$ cat src/rtl/toa_pkg.sv
// ---------------------------------------------------------------------------
// toa_pkg
// Shared constants and types for the TOA fine delay-line code generator.
//   N_TAPS   : delay-line length (odd)
//   POS_W    : width of the edge-position field
//   NO_EDGE  : position value meaning "no edge in the line"
//   LVL_*    : bubble injection levels
//   state_e  : generator FSM states
// ---------------------------------------------------------------------------
package toa_pkg;

    localparam int          N_TAPS    = 63;
    localparam int          POS_W     = 6;
    localparam logic [5:0]  NO_EDGE   = 6'd63;

    localparam logic [2:0]  LVL_IDEAL = 3'd1;
    localparam logic [2:0]  LVL_BUB1  = 3'd2;
    localparam logic [2:0]  LVL_BUB2  = 3'd3;

    typedef enum logic [1:0] {
        IDLE  = 2'd0,
        RUN   = 2'd1,
        DRAIN = 2'd2
    } state_e;

endpackage : toa_pkg

$ cat src/rtl/toa_fine_code_map.sv
// ---------------------------------------------------------------------------
// toa_fine_code_map
// Purely combinational map from a 7-bit fine value to a 63-tap ring code.
// Ports:
//   value [6:0] : [6] polarity, [5:0] edge position P (63 = no edge)
//   level [2:0] : bubble level; 2 and 3 inject bubbles, anything else = ideal
//   word  [62:0]: delay-line word
// ---------------------------------------------------------------------------
module toa_fine_code_map
    import toa_pkg::*;
(
    input  logic [6:0]        value,
    input  logic [2:0]        level,
    output logic [N_TAPS-1:0] word
);

    logic             pol;
    logic [POS_W-1:0] pos;
    int               d;

    assign pol = value[6];
    assign pos = value[POS_W-1:0];

    always_comb begin
        word = '0;
        d    = 0;
        if (pos == NO_EDGE) begin
            word = {N_TAPS{pol}};
        end else begin
            for (int i = 0; i < N_TAPS; i++) begin
                // Distance of tap i from the edge, taken around the ring.
                d = i - int'(pos);
                if (d < 0) begin
                    d = d + N_TAPS;
                end
                word[i] = d[0] ^ pol;
                // Bubbles: one just past the edge, and one near the far end.
                if (((level == LVL_BUB1) || (level == LVL_BUB2)) && (d == 2)) begin
                    word[i] = ~word[i];
                end
                if ((level == LVL_BUB2) && (d == N_TAPS - 3)) begin
                    word[i] = ~word[i];
                end
            end
        end
    end

endmodule : toa_fine_code_map

$ cat src/rtl/toa_fine_code_gen.sv
// ---------------------------------------------------------------------------
// toa_fine_code_gen
// Sequential generator of TOA fine delay-line codes, single-shot or sweep.
// Ports:
//   clk, rst     : clock (rising edge), asynchronous active-high reset
//   start        : request pulse, accepted only while busy = 0
//   mode         : 0 = single code, 1 = sweep of sweep_len codes
//   level        : bubble level 1..3 (others act as 1), sampled at start
//   value_in     : [6] polarity, [5:0] edge position (63 = no edge)
//   sweep_len    : number of codes in a sweep (0 acts as 1)
//   busy         : high from accepted start until the last code is issued
//   code_valid   : one-cycle qualifier per output code
//   code_out     : generated delay-line word (held when code_valid = 0)
//   value_out    : expected encoder result paired with code_out
//   done         : pulses together with the last code_valid
// ---------------------------------------------------------------------------
module toa_fine_code_gen
    import toa_pkg::*;
(
    input  logic              clk,
    input  logic              rst,
    input  logic              start,
    input  logic              mode,
    input  logic [2:0]        level,
    input  logic [6:0]        value_in,
    input  logic [6:0]        sweep_len,
    output logic              busy,
    output logic              code_valid,
    output logic [N_TAPS-1:0] code_out,
    output logic [6:0]        value_out,
    output logic              done
);

    state_e            state_q, state_d;
    logic              busy_q, busy_d;
    logic [6:0]        cnt_q, cnt_d;
    logic [6:0]        cur_val_q, cur_val_d;
    logic [2:0]        lvl_q, lvl_d;

    logic              vld_p1_q, vld_p1_d;
    logic              last_p1_q, last_p1_d;
    logic [6:0]        val_p1_q, val_p1_d;
    logic [2:0]        lvl_p1_q, lvl_p1_d;

    logic              vld_p2_q, vld_p2_d;
    logic              done_p2_q, done_p2_d;
    logic [N_TAPS-1:0] code_p2_q, code_p2_d;
    logic [6:0]        val_p2_q, val_p2_d;

    logic [N_TAPS-1:0] map_word;

    function automatic logic [2:0] clamp_level(input logic [2:0] l);
        case (l)
            LVL_BUB1, LVL_BUB2: clamp_level = l;
            default:            clamp_level = LVL_IDEAL;
        endcase
    endfunction

    function automatic logic [6:0] clamp_len(input logic [6:0] n);
        clamp_len = (n == 7'd0) ? 7'd1 : n;
    endfunction

    // Step one tap around the ring; leaving the last tap (or the no-edge
    // value) wraps to tap 0 with the polarity flipped.
    function automatic logic [6:0] next_value(input logic [6:0] v);
        if (v[POS_W-1:0] >= (NO_EDGE - 6'd1)) begin
            next_value = {~v[6], 6'd0};
        end else begin
            next_value = v + 7'd1;
        end
    endfunction

    toa_fine_code_map u_map (
        .value (val_p1_q),
        .level (lvl_p1_q),
        .word  (map_word)
    );

    always_comb begin
        state_d   = state_q;
        busy_d    = busy_q;
        cnt_d     = cnt_q;
        cur_val_d = cur_val_q;
        lvl_d     = lvl_q;
        vld_p1_d  = 1'b0;
        last_p1_d = 1'b0;
        val_p1_d  = val_p1_q;
        lvl_p1_d  = lvl_p1_q;

        // ---- stage 1 -> stage 2: map the registered value to a code ----
        vld_p2_d  = vld_p1_q;
        done_p2_d = vld_p1_q & last_p1_q;
        code_p2_d = code_p2_q;
        val_p2_d  = val_p2_q;
        if (vld_p1_q) begin
            code_p2_d = map_word;
            val_p2_d  = val_p1_q;
        end

        case (state_q)
            IDLE: begin
                if (start) begin
                    state_d   = RUN;
                    busy_d    = 1'b1;
                    cur_val_d = value_in;
                    lvl_d     = clamp_level(level);
                    cnt_d     = mode ? clamp_len(sweep_len) : 7'd1;
                end
            end
            RUN: begin
                // ---- issue -> stage 1 ----
                vld_p1_d = 1'b1;
                val_p1_d = cur_val_q;
                lvl_p1_d = lvl_q;
                cnt_d    = cnt_q - 7'd1;
                if (cnt_q == 7'd1) begin
                    last_p1_d = 1'b1;
                    state_d   = DRAIN;
                end else begin
                    cur_val_d = next_value(cur_val_q);
                end
            end
            DRAIN: begin
                // busy drops on the same edge that presents the last code.
                if (vld_p1_q && last_p1_q) begin
                    state_d = IDLE;
                    busy_d  = 1'b0;
                end
            end
            default: begin
                state_d = IDLE;
                busy_d  = 1'b0;
            end
        endcase
    end

    always_ff @(posedge clk or posedge rst) begin
        if (rst) begin
            state_q   <= IDLE;
            busy_q    <= 1'b0;
            cnt_q     <= 7'd0;
            vld_p1_q  <= 1'b0;
            last_p1_q <= 1'b0;
            vld_p2_q  <= 1'b0;
            done_p2_q <= 1'b0;
            code_p2_q <= '0;
            val_p2_q  <= 7'd0;
        end else begin
            state_q   <= state_d;
            busy_q    <= busy_d;
            cnt_q     <= cnt_d;
            vld_p1_q  <= vld_p1_d;
            last_p1_q <= last_p1_d;
            vld_p2_q  <= vld_p2_d;
            done_p2_q <= done_p2_d;
            code_p2_q <= code_p2_d;
            val_p2_q  <= val_p2_d;
        end
    end

    // Working value and stage-1 data are always qualified by control flops,
    // so they need no reset.
    always_ff @(posedge clk) begin
        cur_val_q <= cur_val_d;
        lvl_q     <= lvl_d;
        val_p1_q  <= val_p1_d;
        lvl_p1_q  <= lvl_p1_d;
    end

    assign busy       = busy_q;
    assign code_valid = vld_p2_q;
    assign done       = done_p2_q;
    assign code_out   = code_p2_q;
    assign value_out  = val_p2_q;

endmodule : toa_fine_code_gen

$ cat config.mk
export PLATFORM = sky130hd
export DESIGN_NAME = toa_fine_code_gen
export DESIGN_NICKNAME = d
export VERILOG_FILES = /design/src/rtl/toa_pkg.sv /design/src/rtl/toa_fine_code_map.sv /design/src/rtl/toa_fine_code_gen.sv
export SDC_FILE = /design/constraint.sdc
export NUM_CORES = 1
export LEC_CHECK = 0
export ABC_AREA = 1
export BUFFER_PORTS_ARGS = -buffer_cell sky130_fd_sc_hd__buf_4
export CAP_MARGIN = 20
export CORE_UTILIZATION = 25
export CTS_CLUSTER_DIAMETER = 150
export DETAILED_ROUTE_END_ITERATION = 10
export MAX_ROUTING_LAYER = met4
export PLACE_DENSITY_LB_ADDON = 0.05
export SLEW_MARGIN = 20
export SYNTH_ARGS = -nofsm -noshare
export SYNTH_HDL_FRONTEND = slang
export SYNTH_SLANG_ARGS = --single-unit
$ cat constraint.sdc
create_clock -name clk -period 8.8 [get_ports clk]
set_clock_uncertainty 0.05 [all_clocks]
set_input_delay 0.44 -clock clk [delete_from_list [all_inputs] [get_ports clk]]
set_output_delay 0.44 -clock clk [all_outputs]
set_load 0.01 [all_outputs]
==> run_results.csv, run 1 <==
group,metric,value,unit
drt,drtIter0Drc,1515,
yosys,async_flop_share,80.8,%
drt,drt-met1-wl,37600,µm
status,outcome,"complete, but fails checks",
yosys,synth_warnings,0,
floorplan,dieHeight,261,µm
clock_network,cts_setup_buffers,0,
yosys,ys.flop_type,"dfrtp_1",
cells_and_area,fill_cells,7643,
drt,vias,20200,
drt,routedWlPerCell,20.1,µm
timing,fmax,221,MHz
yosys,synth_edf_count,20,
yosys,ys_seq_elements,104,
cells_and_area,final_common_cell,"nand2_1",
clock_network,cts_buffers,9,
setup_path,regToRegSetupSlack,4.28,ns
floorplan,die_width,261,µm
clock_network,cts.sinks,104,
placement,place_hpwl,58000,µm
yosys,synth_area_leaders,"nand2_1 25%, dfrtp_1 13%, nand3_1 12%, inv_1 6.8%, nor2_1 6.7%",
drt,wl_met2,36700,µm
yosys,yosysSeqAreaShare,16.1,%
timing,fin_crit_sh,51.4,%
clock_network,cts_tree,"built",
cells_and_area,final_nets,3180,
setup_path,cp-endpoint,"code_out[31]$_DFFE_PP0P_",
setup_path,critPathArrivalTime,4.80,ns
drt,viasPerCell,5.06,
clock_network,clock_latency,0.43,ns
drt,drcViolationCount,1,
drt,topRoutingLayerUsed,"met4",
floorplan,ios,94,
floorplan,core,0.0661,mm²
global_routing,antenna_found_initial,2,
yosys,syn_nets,3151,
setup_path,crit_start,"val_p1_q[0]$_DFFE_PP_",
clock_network,post_cts_resize_count,0,
yosys,synthCells,3093,
setup_path,crit_fanout,62,
clock_network,clk_pin_slew,0.11,ns
timing,finalSetupViolCount,0,
global_routing,grt_max_degree,63,
min_path,hp-class,"in -> async",
placement,port_buffers,93,
yosys,synth_area_leader_cell,"nand2_1",
clock_network,cts_buffer_depth,2,
setup_path,timing.rr.start,"val_p1_q[0]$_DFFE_PP_",
drt,wl_met3,3880,µm
setup_path,timing.rr.end,"code_out[31]$_DFFE_PP0P_",
setup_path,end_kind,"flop",
timing,grt_setup_unrepaired,"false",
global_routing,grt_pass1_vias,18500,
timing,slew_viol_final,0,
global_routing,track_usage,24.1,%
drt,first_pass_iters,11,
yosys,ys_types,60,
clock_network,cts.hold.buffers_added,0,
yosys,syn-cell-area,0.0168,mm²
timing,worst_pin_slew,1.01,ns
floorplan,start_util,25.4,%
job,maxCapViolCount,0,
timing,finalHoldViolCount,0,
global_routing,grt_overflow,0,
cells_and_area,drive_gt1_share,7.61,%
placement,gp_congestion,0.913,
floorplan,die_area,0.0682,mm²
drt,finalWirelength,80200,µm
clock_network,h-tree-depth,3,
timing,fin_tns_setup,0,ns
clock_network,root_buffer,"clkbuf_16",
cells_and_area,final_cell_mix,"1104 x nand2_1, 385 x nand3_1, 301 x inv_1",
setup_path,required,9.08,ns
timing,fin_crit,4.52,ns
placement,placedCellCount,3975,
status,violations,"design-rule violations",
yosys,synth.avg_cell_area,5.43,µm²
global_routing,grt_pass1_wl,119000,µm
setup_path,ff2ff_path_depth,15,
setup_path,critPathKind,"reg -> reg",
setup_path,critPathLaunchType,"flop",
cells_and_area,area_delta_synth_final,10.6,%
drt,final_antenna_net_count,0,
timing,timing.slew.headroom,32.5,%
floorplan,num_rows,94,
cells_and_area,final_cell_count_no_fill,3992,
yosys,synth_top_area_share,24.7,%
==> critical path, stage by stage, from the launching register on <==
cell and delay, ns:
edfxtp_1 0.42, buf_12 0.27, inv_2 0.38, buf_4 0.74, nand2_1 0.15, nand2_1 0.17, inv_1 0.16, o21ai_0 0.49
ha_1 0.29, nand3_1 0.08, nor4_1 0.29, nand3b_1 0.11, nand2_1 0.10, nor2_1 0.04, nand3b_1 0.36, a21oi_1 0.24
==> worst min path at each step <==
stage | from | end | slack [ns]
2_1_floorplan | vld_p1_q$_DFF_PP0_ | code_valid$_DFF_PP0_ | 0.30
3_3_place_gp | lvl_q[2]$_SDFFCE_PN0P_ | lvl_p1_q[2]$_DFFE_PP_ | 0.36
3_5_place_dp | lvl_q[2]$_SDFFCE_PN0P_ | lvl_p1_q[2]$_DFFE_PP_ | 0.36
4_1_cts | rst | code_out[5]$_DFFE_PP0P_ | 0.08
5_1_grt | rst | code_out[1]$_DFFE_PP0P_ | 0.11
6_report | rst | code_out[9]$_DFFE_PP0P_ | 0.05
==> state kept, by name, summed over array words and instances, names as in the netlist <==
register and cells:
state_q 2, code_valid 1, busy 1, last_p1_q 1, code_out 63, lvl_q 3
cur_val_q 7, lvl_p1_q 3, value_out 7, cnt_q 7, val_p1_q 7, done 1
vld_p1_q 1
==> routing by layer <==
layer / vias up / GRT usage, %
met5: - / -
li1: 10000 / -
met1: 9448 / 32.0
met3: 106 / 2.68
met4: 0 / 6.20
met2: 605 / 38.7
==> cells in the mapped netlist (7+ instances only) <==
library cell  instances
a21oi_1             118
buf_2                36
buf_4                25
clkbuf_1             35
clkinv_1              7
dfrtp_1              84
edfxtp_1             20
ha_1                 37
inv_1               303
inv_2                18
nand2_1            1104
nand2_2              26
nand3_1             386
nand3b_1             21
nand4_1              55
nor2_1              299
nor2_2               11
nor3_1               41
nor4_1               11
o21ai_0             174
o21ai_1              54
o21ai_2               7
xor2_1              120
==> logic make-up after synthesis <==
group	count (synthesis)	share of synthesized area (%)
AOI/OAI and AO/OA	399	12.9
xor gates and xnor gates	126	6.62
adders and majority gates	37	2.76
buffers and inverters	438	10.9
DFF	104	16.1
other	1	0.0223
and+or+nand+nor	1988	50.6
==> metrics by stage <==
| step | hold slack (ns) | area, µm² | setup WS (ns) | util, % |
|---|---|---|---|---|
| final | 0.0529 | 18600 | 4.28 | 28.1 |
| after global routing | 0.107 | 18600 | 4.04 | 28.1 |
| after CTS | 0.0818 | 18600 | 4.39 | 28.1 |
| after detailed placement | 0.355 | 18300 | 4.40 | 27.6 |
| after global placement | 0.358 | 18300 | 4.41 | 27.6 |
| after floorplan | 0.302 | 16800 | 5.80 | - |
==> area by class of cell <==
class | instances | area, µm² | area share [%]
Antenna cell | 1 | 2.50 | 0.0135
Tap cell | 864 | 1080 | 5.82
Clock buffer | 9 | 225 | 1.21
Multi-Input combinational cell | 2551 | 12300 | 66.1
Timing Repair Buffer | 123 | 936 | 5.04
Inverter | 333 | 1270 | 6.83
Clock inverter | 7 | 86.3 | 0.465
Sequential cell | 104 | 2700 | 14.6
Power of run 1 is not shown: default switching activity piles up to over one toggle a cycle in this logic, so the estimate is an artifact.
==> run 2, diff against run 1 <==
clock period = 4.05 ns   (was 8.8 ns; I/O delays follow)
==> run_results.csv, run 2 (synthesis gave the netlist of run 1 again) <==
group,metric,value,unit
clock_network,cts_buffer_depth,2,
clock_network,root_buffer,"clkbuf_16",
cells_and_area,largest_reg_flops,63,
clock_network,cts_buffers,9,
placement,place_hpwl,62800,µm
setup_path,crit_chain,"buf_12, ha_2, inv_4, nand2_1, nand2_2, nand2_2, inv_2, nand2_2, nand2_2, nand2_1, nand3_1, nor2_1, nand2_1, nand2_1, nand2_1, nand2_1, nand3_1, a21oi_1",
setup_path,critPathLaunchType,"flop",
timing,grt_setup_unrepaired,"false",
floorplan,core,0.0661,mm²
placement,gp_congestion,0.943,
timing,finalHoldViolCount,0,
drt,drtIter0Drc,1543,
timing,fmax,264,MHz
cells_and_area,area_delta_synth_final,13.4,%
clock_network,cts_setup_buffers,0,
setup_path,crit_fanout,61,
cells_and_area,final_cell_mix,"1104 x nand2_1, 385 x nand3_1, 302 x inv_1",
clock_network,clock_latency,0.42,ns
placement,port_buffers,93,
drt,final_antenna_net_count,0,
setup_path,slowest_stage,"edfxtp_1",
clock_network,cts_tree,"built",
cells_and_area,num_antenna_cells,0,
timing,hold_ws,0.0228,ns
clock_network,clk_pin_slew,0.10,ns
drt,viasPerCell,5.00,
status,outcome,"complete, but fails checks",
clock_network,cts.sinks,104,
cells_and_area,final-seq-area,0.00270,mm²
drt,first_pass_iters,10,
cells_and_area,multi_input_area,0.0123,mm²
setup_path,crit_start,"val_p1_q[0]$_DFFE_PP_",
timing,worst_pin_slew,0.943,ns
cells_and_area,fin_area,0.0190,mm²
global_routing,track_usage,25.3,%
status,violations,"design-rule violations",
floorplan,num_rows,94,
global_routing,antenna_found_initial,0,
floorplan,ios,94,
timing,slew_viol_final,0,
global_routing,use_met3,2.58,%
setup_path,cp_common_cell,"nand2_1",
timing,fin_crit_sh,93.4,%
cells_and_area,final_cell_count_no_fill,4047,
drt,routedWlPerCell,20.7,µm
setup_path,max_stage_delay,0.56,ns
drt,drcViolationCount,2,
cells_and_area,drive_gt1_share,9.17,%
setup_path,timing.rr.start,"val_p1_q[0]$_DFFE_PP_",
cells_and_area,fill_cells,7656,
global_routing,grt_pass1_wl,125000,µm
global_routing,grt_overflow,0,
timing,fin_tns_setup,0,ns
min_path,min-delay-start,"value_in[6]",
setup_path,required,4.34,ns
floorplan,die_area,0.0682,mm²
global_routing,use_met1,34.0,%
setup_path,critPathKind,"reg -> reg",
setup_path,end_kind,"flop",
global_routing,grt-busiest-layer,"met2",
timing,finalSetupViolCount,0,
placement,dpl-instance-area,0.0187,mm²
floorplan,die_width,261,µm
placement,placedCellCount,4028,
floorplan,dieHeight,261,µm
clock_network,h-tree-depth,3,
global_routing,met2_usage,40.5,%
cells_and_area,final_common_cell,"nand2_1",
job,maxCapViolCount,0,
timing,timing.slew.headroom,36.9,%
drt,finalWirelength,83900,µm
setup_path,critPathArrivalTime,4.07,ns
global_routing,grt_pass1_vias,19100,
cells_and_area,final_nets,3236,
global_routing,grt_max_degree,62,
floorplan,start_util,25.4,%
min_path,hp-class,"in -> reg",
timing,fin_crit,3.78,ns
drt,vias,20200,
-- run 2: final cells by class --
cell class | instances | share of cell area, %
multi-input combinational | 2551 | 64.4
sequential | 104 | 14.2
timing repair buffer | 179 | 7.47
inverter | 333 | 6.66
tap | 864 | 5.68
clock buffer | 10 | 1.26
clock inverter | 6 | 0.296
-- run 2: worst max-delay path: cells and delay by family (launching register included) --
family,cells,cell delay (ns)
and+or+nand+nor,13,1.75
adders and majority gates,1,0.47
AOI/OAI and AO/OA,1,0.15
buffers and inverters,3,0.71
DFF,1,0.56
-- run 2: final timing paths --
kind | to | cells past startpoint | slack, ns
setup / recovery | code_out[6]$_DFFE_PP0P_ | 18 | 0.27
hold / removal | cur_val_q[6]$_DFFE_PP_ | 3 | 0.02
setup reg to reg | code_out[6]$_DFFE_PP0P_ | 18 | 0.27
hold reg to reg | lvl_p1_q[0]$_DFFE_PP_ | 0 | 0.37
max in group asynchronous | code_out[36]$_DFFE_PP0P_ | 4 | 2.41
min in group asynchronous | done$_DFF_PP0_ | 3 | 0.42
-- run 2: routing by layer --
layer,up-vias,share of wire (%)
met5,-,0
met4,0,2.0
met3,75,4.6
met2,517,46
met1,9502,48
li1,10100,-
-- run 2: per-stage QoR --
step	util (%)	setup WS, ns
3_5_place_dp	28.3	0.178
6_report	28.8	0.269
3_3_place_gp	28.3	0.154
4_1_cts	28.8	0.176
5_1_grt	28.8	0.0350
2_1_floorplan	-	1.05
-- run 2: what timing repair did --
action / 4_1_cts / 5_1_grt
hold buffers: 3 / 0
resized for setup: 0 / 2
setup endpoints to repair: 0 / 11
hold endpoints to repair: 50 / 0
Power of run 2 is left out for the same reason.
==> run 3, diff against run 2 <==
CORE_ASPECT_RATIO = 0.8   (was not set)
CORE_UTILIZATION = 58   (was 25)
==> run_results.csv, run 3 (synthesis gave the netlist of run 1 again) <==
group,metric,value,unit
timing,fmax,283,MHz
setup_path,required,4.27,ns
drt,drcViolationCount,0,
global_routing,track_usage,46.7,%
status,outcome,"complete, no violations",
cells_and_area,fill_cells,2757,
cells_and_area,final_common_cell,"nand2_1",
global_routing,grt_pass1_vias,19300,
drt,routedWlPerCell,19.3,µm
setup_path,critPathLaunchType,"flop",
setup_path,ff2ff_path_depth,11,
timing,timing.slew.headroom,37.7,%
min_path,whs_endpoint,"lvl_q[0]$_SDFFCE_PN1P_",
min_path,hp-class,"in -> reg",
setup_path,slowest_stage,"o21ai_0",
setup_path,end_kind,"flop",
clock_network,root_buffer,"clkbuf_16",
setup_path,critPathKind,"reg -> reg",
setup_path,timing.rr.start,"val_p1_q[1]$_DFFE_PP_",
cells_and_area,num_antenna_cells,0,
placement,pre_cts_ws,0.715,ns
floorplan,dieHeight,154,µm
timing,fin_tns_setup,0,ns
global_routing,grt_pass1_wl,104000,µm
timing,fin_crit,3.54,ns
setup_path,crit_fanout,21,
clock_network,cts_tree,"built",
floorplan,die_area,0.0296,mm²
timing,finalHoldViolCount,0,
cells_and_area,final-seq-area,0.00270,mm²
cells_and_area,largest_reg_flops,63,
cells_and_area,post-route-util,64.2,%
clock_network,clock_latency,0.40,ns
timing,layout_setup_ws,0.512,ns
cells_and_area,final_cell_mix,"1104 x nand2_1, 385 x nand3_1, 302 x inv_1",
global_routing,antenna_found_initial,0,
drt,vias,21400,
timing,fin_crit_sh,87.4,%
timing,worst_pin_slew,0.929,ns
floorplan,core,0.0284,mm²
drt,viasPerCell,6.06,
cells_and_area,area_delta_synth_final,8.45,%
floorplan,ios,94,
job,maxCapViolCount,0,
clock_network,clk_pin_slew,0.09,ns
setup_path,critPathArrivalTime,3.76,ns
clock_network,post_cts_resize_count,0,
timing,finalSetupViolCount,0,
drt,first_pass_iters,9,
timing,grt_setup_unrepaired,"false",
cells_and_area,final_nets,3214,
floorplan,die_width,192,µm
clock_network,h-tree-depth,3,
floorplan,num_rows,55,
drt,final_antenna_net_count,0,
min_path,min-delay-start,"level[0]",
setup_path,regToRegSetupSlack,0.51,ns
clock_network,cts_buffer_depth,2,
drt,drtIter0Drc,2814,
cells_and_area,drive_gt1_share,8.54,%
placement,gp_congestion,1.05,
global_routing,grt_overflow,0,
clock_network,cts_buffers,9,
setup_path,max_stage_delay,0.57,ns
min_path,hold_depth,3,
placement,port_buffers,93,
clock_network,cts_setup_buffers,0,
drt,finalWirelength,68000,µm
placement,place_hpwl,49400,µm
floorplan,start_util,59.2,%
setup_path,cp_common_cell,"o21ai_0",
setup_path,crit_chain,"buf_4, ha_1, nand2_1, nand2_2, o21ai_0, o31ai_1, nand4_1, o21ai_0, nand2_1, o21ai_0, inv_1",
timing,slew_viol_final,0,
setup_path,timing.rr.end,"code_out[51]$_DFFE_PP0P_",
global_routing,grt_max_degree,51,
clock_network,cts.sinks,104,
cells_and_area,multi_input_area,0.0123,mm²
-- run 3: metrics by stage --
stage,std cells,hold WS (ns),cell area (µm²)
floorplan,3093,0.302,16800
global placement,3514,0.344,17900
detailed placement,3514,0.349,17900
CTS,3531,0.00693,18200
global route,3531,0.0230,18200
finish,3531,0.0128,18200
-- run 3: repair_timing --
item / 4_1_cts / 5_1_grt
hold endpoints to repair: 49 / 0
hold buffers: 1 / 0
endpoints found under the setup margin: 0 / 0
-- run 3: area by class of cell --
class / instances / share of cell area, %
multi-input cells: 2551 / 67.4
flip-flops and latches: 104 / 14.9
inverters: 333 / 6.96
repair buffers: 157 / 6.49
well taps: 370 / 2.54
clock buffers: 9 / 1.24
clock inverters: 7 / 0.543
-- run 3: worst max-delay path: cells and delay by family, from the launching register on --
kind,cells,cell delay (ns)
buffers and inverters,2,0.42
flip-flops,1,0.39
adder cells (fa/ha/maj),1,0.51
AO/OA/AOI/OAI,4,1.25
AND/OR/NAND/NOR,4,0.79
-- run 3: worst max-delay path by stage --
stage / start / to / slack (ns)
6_report: val_p1_q[1]$_DFFE_PP_ / code_out[51]$_DFFE_PP0P_ / 0.51
5_1_grt: val_p1_q[4]$_DFFE_PP_ / code_out[46]$_DFFE_PP0P_ / 0.28
4_1_cts: val_p1_q[4]$_DFFE_PP_ / code_out[46]$_DFFE_PP0P_ / 0.69
3_5_place_dp: val_p1_q[4]$_DFFE_PP_ / code_out[46]$_DFFE_PP0P_ / 0.71
3_3_place_gp: val_p1_q[4]$_DFFE_PP_ / code_out[46]$_DFFE_PP0P_ / 0.75
2_1_floorplan: val_p1_q[0]$_DFFE_PP_ / code_out[56]$_DFFE_PP0P_ / 1.05
-- run 3: layer usage --
layer / part of all wire (%) / global-route usage, % / vias to the layer above
met1: 40 / 62.0 / 9642
met2: 42 / 68.4 / 1433
met3: 14 / 10.2 / 248
li1: - / - / 10100
met4: 4.2 / 18.7 / 0
met5: 0 / - / -
Power of run 3 is left out for the same reason.
